--- config.mk ---
export PLATFORM = sky130hd
export DESIGN_NAME = ext_arbiter
export DESIGN_NICKNAME = d
export VERILOG_FILES = /design/src/rtl/ext_arbiter_pkg.sv /design/src/rtl/ext_arbiter_ext.sv /design/src/rtl/ext_arbiter.sv
export SDC_FILE = /design/constraint.sdc
export NUM_CORES = 1
export LEC_CHECK = 0
export ABC_AREA = 1
export CAP_MARGIN = 0
export CORE_ASPECT_RATIO = 0.7
export CORE_MARGIN = 2
export CORE_UTILIZATION = 31
export CTS_BUF_LIST = sky130_fd_sc_hd__clkbuf_8
export DETAILED_ROUTE_END_ITERATION = 8
export HOLD_SLACK_MARGIN = 0.03
export PLACE_DENSITY = 0.52
export SYNTH_ARGS = -nofsm -noshare
export SYNTH_HDL_FRONTEND = slang
export SYNTH_SLANG_ARGS = --single-unit
--- constraint.sdc ---
create_clock -name clk -period 2.1 [get_ports clk]
set_clock_uncertainty 0.05 [all_clocks]
set_input_delay 0.21 -clock clk [delete_from_list [all_inputs] [get_ports clk]]
set_output_delay 0.21 -clock clk [all_outputs]
set_load 0.01 [all_outputs]
--- src/rtl/ext_arbiter_pkg.sv ---
// Shared constants and types for the extender arbiter: EOp encodings,
// requester ids and the output-buffer state type.
package ext_arbiter_pkg;

    localparam logic [1:0] EOP_SIGN     = 2'b00;
    localparam logic [1:0] EOP_ZERO     = 2'b01;
    localparam logic [1:0] EOP_LUI      = 2'b10;
    localparam logic [1:0] EOP_SIGN_SL2 = 2'b11;

    localparam logic ID_REQ0 = 1'b0;
    localparam logic ID_REQ1 = 1'b1;

    typedef enum logic {
        StEmpty,
        StFull
    } buf_state_e;

endpackage

--- src/rtl/ext_arbiter_ext.sv ---
// Immediate extender: widens a 16-bit immediate to 32 bits according to EOp.
module ext
    import ext_arbiter_pkg::*;
(
    input  logic [15:0] imm,
    input  logic [1:0]  eop,
    output logic [31:0] res
);

    always_comb begin
        res = '0;
        case (eop)
            EOP_SIGN:     res = {{16{imm[15]}}, imm};
            EOP_ZERO:     res = {16'h0000, imm};
            EOP_LUI:      res = {imm, 16'h0000};
            EOP_SIGN_SL2: res = {{14{imm[15]}}, imm, 2'b00};
            default:      res = '0;
        endcase
    end

endmodule

--- src/rtl/ext_arbiter.sv ---
// Two-requester arbiter in front of one shared immediate extender, with a
// one-entry valid/ready result buffer and saturating per-requester grant counters.
module ext_arbiter
    import ext_arbiter_pkg::*;
#(
    parameter int unsigned FIXED_PRI = 0,
    parameter int unsigned CNT_W     = 16
) (
    input  logic             clk,
    input  logic             reset,
    input  logic             req0_valid,
    input  logic [15:0]      req0_imm,
    input  logic [1:0]       req0_eop,
    output logic             req0_ready,
    input  logic             req1_valid,
    input  logic [15:0]      req1_imm,
    input  logic [1:0]       req1_eop,
    output logic             req1_ready,
    output logic             rsp_valid,
    output logic [31:0]      rsp_data,
    output logic             rsp_id,
    input  logic             rsp_ready,
    output logic [CNT_W-1:0] cnt0,
    output logic [CNT_W-1:0] cnt1
);

    buf_state_e       state_q, state_d;
    logic             last_grant_q;
    logic [31:0]      rsp_data_q;
    logic             rsp_id_q;
    logic [CNT_W-1:0] cnt0_q, cnt1_q;

    logic             can_accept;
    logic             grant_valid;
    logic             grant_id;
    logic [15:0]      ext_imm;
    logic [1:0]       ext_eop;
    logic [31:0]      ext_res;

    assign can_accept = (state_q == StEmpty) || rsp_ready;

    // Gating with reset keeps both readys low during any reset cycle.
    always_comb begin
        grant_valid = 1'b0;
        grant_id    = ID_REQ0;
        if (reset && can_accept) begin
            if (req0_valid && req1_valid) begin
                grant_valid = 1'b1;
                grant_id    = (FIXED_PRI != 0) ? ID_REQ0 : ~last_grant_q;
            end else if (req0_valid) begin
                grant_valid = 1'b1;
                grant_id    = ID_REQ0;
            end else if (req1_valid) begin
                grant_valid = 1'b1;
                grant_id    = ID_REQ1;
            end
        end
    end

    assign req0_ready = grant_valid && (grant_id == ID_REQ0);
    assign req1_ready = grant_valid && (grant_id == ID_REQ1);

    assign ext_imm = (grant_id == ID_REQ1) ? req1_imm : req0_imm;
    assign ext_eop = (grant_id == ID_REQ1) ? req1_eop : req0_eop;

    ext u_ext (
        .imm (ext_imm),
        .eop (ext_eop),
        .res (ext_res)
    );

    always_ff @(posedge clk) begin
        if (!reset) begin
            state_q <= StEmpty;
        end else begin
            state_q <= state_d;
        end
    end

    always_comb begin
        state_d = state_q;
        unique case (state_q)
            StEmpty: begin
                if (grant_valid) state_d = StFull;
            end
            StFull: begin
                if (!grant_valid && rsp_ready) state_d = StEmpty;
            end
            default: state_d = StEmpty;
        endcase
    end

    always_comb begin
        rsp_valid = (state_q == StFull);
    end

    always_ff @(posedge clk) begin
        if (!reset) begin
            rsp_data_q   <= '0;
            rsp_id_q     <= ID_REQ0;
            last_grant_q <= ID_REQ1;
            cnt0_q       <= '0;
            cnt1_q       <= '0;
        end else if (grant_valid) begin
            rsp_data_q   <= ext_res;
            rsp_id_q     <= grant_id;
            last_grant_q <= grant_id;
            if (grant_id == ID_REQ0 && cnt0_q != {CNT_W{1'b1}}) cnt0_q <= cnt0_q + 1'b1;
            if (grant_id == ID_REQ1 && cnt1_q != {CNT_W{1'b1}}) cnt1_q <= cnt1_q + 1'b1;
        end
    end

    assign rsp_data = rsp_data_q;
    assign rsp_id   = rsp_id_q;
    assign cnt0     = cnt0_q;
    assign cnt1     = cnt1_q;

endmodule

### After elaboration in Yosys (flattened, before gate mapping)

Cells that the tools add are included.

* reductions and logical operators: 12
* mux-type cells: 13
* eq/ne operators: 5
* bitwise gates (word level): 3
* add/subtract/negate cells: 2

Operator list (count)
* 32-bit case mux with 4 select lines: 1
* 16-bit by 1-bit adder with 16-bit output (second input constant): 2
* 16-bit != test (second input constant): 2
* 16-bit two-way mux: 1
* 1-bit two-way mux: 9
* 1-bit logical AND: 7
* 2-bit == test (second input constant): 2
* 2-bit AND reduction: 2
* 1-bit inverter: 3
* 2-bit by 1-bit == test with 1-bit output (second input constant): 1
* 2-bit zero test: 1
* 2-bit two-way mux: 1
* 1-bit case mux with 2 select lines: 1
* 1-bit zero test: 1
* 1-bit logical OR: 1

* bits in registers: 67
* output and inout port bits: 68
* bits of input ports: 41

### Logic depth before layout (Yosys ltp)

Gate-level depths: netlist (run 1).

* depth after elaboration: 8
* mapped depth: 12

### Cells and area by module

Synthesis (run 1) repeated with hierarchy kept, for this count alone.

* cells, all modules: 604
* area total of the unflattened synthesis: 3993.8 sq um

By module, submodules not included
* ext_arbiter: cells each 515, area an instance 3489.6 sq um, instances 1
* ext: cells each 89, area an instance 504.2 sq um, instances 1

### Worst setup path after synthesis (run 1)

OpenSTA, ideal clock, no wires.

* path type: reg-to-reg
* start point: reg cnt0_q[0], in the netlist cnt0[0]
* end point: reg cnt0_q[0], in the netlist cnt0[0]
* buffers on the path: 1
* data arrival time: 1.566 ns
* path slack: 0.368 ns
* period minus slack after synthesis: 1.732 ns
* library setup time: 0.116 ns
* cell stages (with the launch flop): 10
* cell sequence: dfxtp_1 -> ha_1 -> nand2_1 -> nor3_4 -> nand2_1 -> nor2_1 -> nor2_4 -> buf_6 -> nor2_1 -> nor2_1

* longest elaborated chain between the ends: 3
* elaborated cells between the ends (all ways): 4
* classes of those cells: add/sub: 1; eq/ne: 1; reduce/logical: 2

Ends and longest elaborated chain
* start, declared: RTL line ext_arbiter.sv:31 `logic [CNT_W-1:0] cnt0_q, cnt1_q;`
* start signal, assigned: RTL line ext_arbiter.sv:108 `if (grant_id == ID_REQ0 && cnt0_q != {CNT_W{1'b1}}) cnt0_q <= cnt0_q + 1'b1;`
* parallel branches: the longest is 3 deep, another holds 16-bit by 1-bit adder with 16-bit output

Parallel ways; which one is timed is not known.
A chain may end at the register's enable or synchronous reset.

### Worst setup path in the final report (run 1)

* start point: reg state_q, in the netlist rsp_valid
* end point: out req0_ready

* longest elaborated chain between the ends: 6
* elaborated cells between the ends (all ways): 7
* classes of those cells: mux: 2; bitwise: 2; reduce/logical: 3

Ends and longest elaborated chain
* start, declared: RTL line ext_arbiter.sv:27 `buf_state_e state_q, state_d;`
* start signal, assigned: RTL line ext_arbiter.sv:74 `state_q <= StEmpty;`
* start signal, assigned: RTL line ext_arbiter.sv:76 `state_q <= state_d;`
* 1-bit inverter (*)
* 1-bit logical OR (*): RTL line ext_arbiter.sv:40 `assign can_accept = (state_q == StEmpty) || rsp_ready;`
* 1-bit logical AND (*): RTL line ext_arbiter.sv:46 `if (reset && can_accept) begin`
* 1-bit two-way mux: RTL line ext_arbiter.sv:46
* 1-bit inverter: RTL line ext_arbiter.sv:60 `assign req0_ready = grant_valid && (grant_id == ID_REQ0);`
* 1-bit logical AND (*): RTL line ext_arbiter.sv:60
* end, declared: RTL line ext_arbiter.sv:14 `output logic req0_ready,`

Every way passes the cells marked *; elsewhere a longest branch is shown, timed or not.

==> results of run 1 <==
registers in the layout, indices dropped and copies added, names as in the netlist:
| name | count |
|---|---|
| cnt0 | 16 |
| rsp_id | 1 |
| rsp_valid | 1 |
| last_grant_q | 1 |
| rsp_data | 32 |
| cnt1 | 16 |
report_power, final:
part / leakage [nW] / internal [mW] / total [mW] / switching [mW]
clock: 0.108 / 0.597 / 1.08 / 0.488
combinational: 1.59 / 0.310 / 0.648 / 0.338
sequential: 0.546 / 1.33 / 1.38 / 0.0458
through the flow:
stage	cell area (um2)	util [%]	hold WS, ns	setup slack, ns
3_5_place_dp	5200	42.3	0.407	-0.0978
2_1_floorplan	3850	-	0.327	0.368
5_1_grt	5470	44.5	0.195	-0.00410
4_1_cts	5400	43.9	0.418	0.0121
6_report	5470	44.5	0.203	0.0917
3_3_place_gp	5200	42.3	0.406	-0.0685
cells by family (layout without fill, tap and decap cells):
group                      Yosys count  in the layout  share of synthesized area [%]
and+or+nand+nor                    359            360                           40.4
DFF                                 67             67                           34.8
AOI/OAI and AO/OA                   62             62                           10.8
xor gates and xnor gates            21             21                           4.77
buffers and inverters               69            197                           8.60
adders and majority gates            2              2                          0.649
path summary, 6_finish.rpt:
path	end	slack, ns	cells past startpoint
max	req0_ready	0.09	5
min	rsp_valid$_SDFF_PN0_	0.20	3
max reg2reg	rsp_data[11]$_SDFFE_PN0P_	0.23	8
min reg2reg	rsp_id$_SDFFE_PN0P_	0.41	2
worst register-to-register path, delay by kind of cell (launching register included):
kind / cells / cell delay (ns)
compound gates: 1 / 0.32
flops: 1 / 0.35
simple gates: 7 / 1.01
per-layer routing:
layer  vias up  GRT usage (%)  wire length [um]
met5         -              0                 0
met4         0           3.57               121
met3        12           4.69               880
met2       103           25.5              4870
met1      1818           28.2              6240
li1       2085              -                 -
area by class of cell:
type	instances	area share [%]
clock buffers	11	2.77
clock inverters	4	0.778
inverters	46	3.16
multi-input cells	445	40.2
flip-flops and latches	67	24.5
well taps	162	3.71
repair buffers	136	24.9
repair_timing:
item	in CTS	in global routing
setup buffers	0	5
setup endpoints to repair	0	11
resized for setup	0	5
placed cells by master (no fill, tap or decap), types with 13 or more instances in the layout:
| cell type | instances |
|---|---|
| sky130_fd_sc_hd__inv_1 | 43 |
| sky130_fd_sc_hd__o21a_1 | 13 |
| sky130_fd_sc_hd__clkdlybuf4s50_1 | 105 |
| sky130_fd_sc_hd__a21oi_1 | 24 |
| sky130_fd_sc_hd__xor2_1 | 16 |
| sky130_fd_sc_hd__dfxtp_1 | 66 |
| sky130_fd_sc_hd__nand2_1 | 172 |
| sky130_fd_sc_hd__nand2_2 | 21 |
| sky130_fd_sc_hd__nand3_1 | 54 |
| sky130_fd_sc_hd__buf_4 | 23 |
| sky130_fd_sc_hd__nor2_1 | 94 |
==> results.toml, run 1 <==
[synth]
synth_seq_cells = 67
synth_async_sr_flop_share_pct = 0
distinct_cells_synth = 31
synth_top_cell_area_share_pct = 34.8
post_synth.cell_area_avg_um2 = 6.64
ys_warn_count = 0
number_of_cells_produced_by_synthesis = 580
synthDominantAreaCellType = "sky130_fd_sc_hd__dfxtp_1"
synthesis.nets = 623
synthTopCellsByArea = "sky130_fd_sc_hd__dfxtp_1 (35%), sky130_fd_sc_hd__nand2_1 (17%), sky130_fd_sc_hd__nor2_1 (9.2%)"
syn_area_um2 = 3850
synth.cells.most_frequent = "sky130_fd_sc_hd__nand2_1 (172), sky130_fd_sc_hd__nor2_1 (94), sky130_fd_sc_hd__dfxtp_1 (67)"
synth_most_common_cell = "sky130_fd_sc_hd__nand2_1"
top_flip_flop_cell_by_instance_count_after_synthesis = "sky130_fd_sc_hd__dfxtp_1"
yosysSeqAreaShare_pct = 34.8
count_of_flip_flops_with_a_built_in_enable_after_synthesis = 0

[sta]
slew_violations = 0
grt_setup_unrepaired = "true"
min_cycle_time_layout_ns = 2.01
totalNegativeSetupSlack_ns = 0
min_period_over_period_pct = 95.6
max_slew.worst_pin.slew_ns = 0.564
hold_violations = 0
max_freq_mhz = 498
setup-violations-final = 0
slew-limit-headroom_pct = 62.4

[worst_setup_path]
critPathTopFamily = "buffers and inverters"
critPathLaunchType = "flop"
worst-path-max-fanout = 6
worst_path_max_stage_delay_ns = 0.54
cp_cell_sequence = "nand2_1, nand2_4, nor2_8, nor2_8, clkdlybuf4s50_1"
timing.critical_path.mode_cell = "sky130_fd_sc_hd__nor2_8"
critical_path.n_buffers_inverters = 1
critical_path.startpoint = "rsp_valid$_SDFF_PN0_"
critPathArrivalTime_ns = 1.75
timing.rr.start = "rsp_valid$_SDFF_PN0_"
crit_path_end_kind = "primary output"
timing.setup.critical_path_class = "flop to primary output"
critical-path-slowest-cell = "sky130_fd_sc_hd__clkdlybuf4s50_1"
required_ns = 1.84

[power]
fin_total_pwr_mw = 3.11
leakagePower_nw = 2.24
vdd_ir_drop_max_mv = 0.290
power.density_nw_per_um2 = 569

[clock_network]
clkSinkCount = 67
total_cts_buffers = 9
postCtsHoldBufs = 0
clkLatencyLatePin_ns = 0.35
tritoncts = "done"
h-tree-depth = 3
clk_pin_slew_ns = 0.08
cts-root-to-sink-buffers = 2
clockRootBuffer = "sky130_fd_sc_hd__clkbuf_8"

[route]
initialDrtViolationCount = 295
drc = 0
firstDrtPassIters = 4
viasPerCell = 4.61
route.vias.total = 4018
detail_route.wirelength_um = 12100
route.antenna.remaining_nets = 0
post_drt_wl_per_cell_um = 13.9

[place]
post_place_cells = 850
port-buffer-count = 108
gpl.final_weighted_congestion = 0.891
dp_hpwl_um = 9130

[grt]
number_of_global_route_vias_before_repair = 3671
number_of_antenna_violations_at_the_first_check_in_global_routing = 0
largest_net_degree_at_the_start_of_global_routing = 43
grt_overflow_total = 0
grt_first_pass_wirelength_um = 19300
gr-usage-all-layers_pct = 18.3

[hold_path]
hp-class = "input pin to flop"
hold_start = "req0_valid"

[floorplan]
die_width_um = 137
die_area_um2 = 13400
placeableCoreArea_um2 = 12300
num_io_pins = 109
start_util_pct = 31.3
die_h_um = 97.3
floorplan.rows = 34

[cells_and_area]
area_used_by_multi_input_combinational_logic_um2 = 2200
insertedDiodeCount = 0
fraction_of_final_layout_cells_with_drive_strength_greater_than_1_pct = 12.3
instances_no_fill = 871
area.growth.synth_to_final_pct = 41.9
fillCellCount = 1254
layout.nets = 748
seqCellArea_um2 = 1340

[outcome]
result_of_the_run = "finished clean"

[job]
maxCapViolCount = 0
Power figures use the tool's default switching activity.
==> run 2, diff against run 1 <==
--- a/config.mk
+++ b/config.mk
@@ -9,11 +9,11 @@
 export CAP_MARGIN = 0
 export CORE_ASPECT_RATIO = 0.7
 export CORE_MARGIN = 2
-export CORE_UTILIZATION = 31
+export CORE_UTILIZATION = 50
 export CTS_BUF_LIST = sky130_fd_sc_hd__clkbuf_8
 export DETAILED_ROUTE_END_ITERATION = 8
 export HOLD_SLACK_MARGIN = 0.03
-export PLACE_DENSITY = 0.52
+export PLACE_DENSITY = 0.79
 export SYNTH_ARGS = -nofsm -noshare
 export SYNTH_HDL_FRONTEND = slang
 export SYNTH_SLANG_ARGS = --single-unit
==> run 2 against run 1 <==
Against the previous run:
- combinational power down 4.3%
- global-route usage up 8.3 points
- clock power about the same
- first-iteration DRC count up 1.0%
- core utilization up 27 points
- cell count down 8.4%
- non-clock buffer count down 8
- sequential share of layout area up 0.84 points
- die area down 37%
- largest cell class unchanged
==> results.toml, run 2 (synthesis gave the netlist of run 1 again) <==
[outcome]
result_of_the_run = "finished clean"

[clock_network]
cts-root-to-sink-buffers = 2
postCtsHoldBufs = 0
clockRootBuffer = "sky130_fd_sc_hd__clkbuf_8"
clkLatencyLatePin_ns = 0.34
total_cts_buffers = 9
clk_pin_slew_ns = 0.07
tritoncts = "done"
clkSinkCount = 67
h-tree-depth = 3

[sta]
min_period_over_period_pct = 95.8
setup-violations-final = 0
max_slew.worst_pin.slew_ns = 0.559
max_freq_mhz = 497
slew_violations = 0
grt_setup_unrepaired = "false"
min_cycle_time_layout_ns = 2.01
hold_violations = 0
slew-limit-headroom_pct = 62.7

[route]
detail_route.wirelength_um = 11000
route.antenna.remaining_nets = 0
post_drt_wl_per_cell_um = 13.8
firstDrtPassIters = 5
initialDrtViolationCount = 298
drc = 0
viasPerCell = 5.21
route.vias.total = 4157

[worst_setup_path]
timing.setup.critical_path_class = "input pin to primary output"
required_ns = 1.84
worst-path-max-fanout = 9
critical-path-slowest-cell = "sky130_fd_sc_hd__clkdlybuf4s50_1"
critPathArrivalTime_ns = 1.75
setup.reg_to_reg.worst_slack_ns = 0.21
worst_path_max_stage_delay_ns = 0.48
critPathLaunchType = "input pin"
cp_cell_sequence = "clkdlybuf4s50_1, inv_1, nand2_1, nand2_4, nor2_8, nor2_8, clkdlybuf4s50_1"
crit_path_end_kind = "primary output"

[power]
leakagePower_nw = 2.18
vdd_ir_drop_max_mv = 0.407
power.density_nw_per_um2 = 577

[floorplan]
num_io_pins = 109
floorplan.rows = 26
die_h_um = 77.5
start_util_pct = 52.2
die_width_um = 109
die_area_um2 = 8440
placeableCoreArea_um2 = 7380

[grt]
number_of_global_route_vias_before_repair = 3740
number_of_antenna_violations_at_the_first_check_in_global_routing = 0
largest_net_degree_at_the_start_of_global_routing = 43
grt_first_pass_wirelength_um = 17900
gr-usage-all-layers_pct = 26.7
grt_overflow_total = 0

[place]
port-buffer-count = 108
gpl.final_weighted_congestion = 0.907
post_place_cells = 780
dp_hpwl_um = 8090
placed_cell_area_um2 = 5050

[cells_and_area]
layout_commonest_cell = "sky130_fd_sc_hd__nand2_1"
fraction_of_final_layout_cells_with_drive_strength_greater_than_1_pct = 11.3
instances_no_fill = 798
area.growth.synth_to_final_pct = 37.3
insertedDiodeCount = 0
mostFrequentLayoutCells = "sky130_fd_sc_hd__nand2_1 (172), sky130_fd_sc_hd__clkdlybuf4s50_1 (106), sky130_fd_sc_hd__nor2_1 (94)"
largest_register_ffs = 32
finish.instance_area_um2 = 5290
layout.nets = 739

[job]
maxCapViolCount = 0

[hold_path]
hp-class = "input pin to flop"
## run 2: cell types whose count changed in the layout (fill, tap and decap cells not counted), sizes merged
cell,before,now
clkbuf,11,10
dlymetal6s2s,3,2
nor2,98,97
clkdlybuf4s50,105,106
clkinvlp,0,1
clkinv,1,2
buf,28,20
inv,48,47
## run 2: final cells by class
class | count | area, um2
Multi-Input combinational cell | 444 | 2190
Fill cell | 657 | 2090
Sequential cell | 67 | 1340
Timing Repair Buffer | 128 | 1270
Inverter | 46 | 173
Clock buffer | 10 | 138
Tap cell | 98 | 123
Clock inverter | 5 | 55.1
## run 2: path summary, 6_finish.rpt
kind / start / endpoint / depth (start not counted)
setup / recovery: rsp_ready / req0_ready / 7
hold / removal: reset / cnt0[0]$_SDFFE_PN0P_ / 3
setup reg to reg: cnt0[8]$_SDFFE_PN0P_ / cnt0[13]$_SDFFE_PN0P_ / 7
hold reg to reg: rsp_data[31]$_SDFFE_PN0P_ / rsp_data[31]$_SDFFE_PN0P_ / 2
## run 2: metal layers
metal | global-route usage, % | wire (um) | vias to the layer above
li1 | - | - | 2059
met4 | 7.18 | 110 | 0
met3 | 6.64 | 870 | 13
met2 | 38.3 | 4680 | 170
met5 | 0 | 0 | -
met1 | 39.3 | 5360 | 1915
## run 2: worst max-delay path: cells and delay by family
family        cells  cell delay, ns
buf+inv           3            1.00
simple gates      4            0.53
## run 2: where the power goes
group	internal [mW]	total [mW]	switching (mW)
registers	1.33	1.37	0.0395
logic	0.293	0.620	0.326
clock network	0.570	1.06	0.490
total	2.20	3.05	0.856
## run 2: stage by stage
stage | setup WS [ns] | TNS (ns) | utilization (%) | power, mW | hold slack, ns
final | 0.0881 | 0 | 71.6 | 3.05 | 0.201
after global routing | 0.00951 | 0 | 71.6 | 3.19 | 0.211
after CTS | 0.0161 | 0 | 71.0 | 3.06 | 0.422
after detailed placement | -0.0268 | -0.0578 | 68.4 | 2.00 | 0.411
after global placement | 0.0491 | 0 | 68.4 | 1.99 | 0.404
after floorplan | 0.368 | 0 | - | 1.72 | 0.327
## run 2: repair_timing
| item | in CTS | in global routing |
|---|---|---|
| resized for setup | 0 | 4 |
| endpoints found under the setup margin | 0 | 13 |
| setup buffers | 0 | 3 |
| hold endpoints to repair | 0 | 0 |
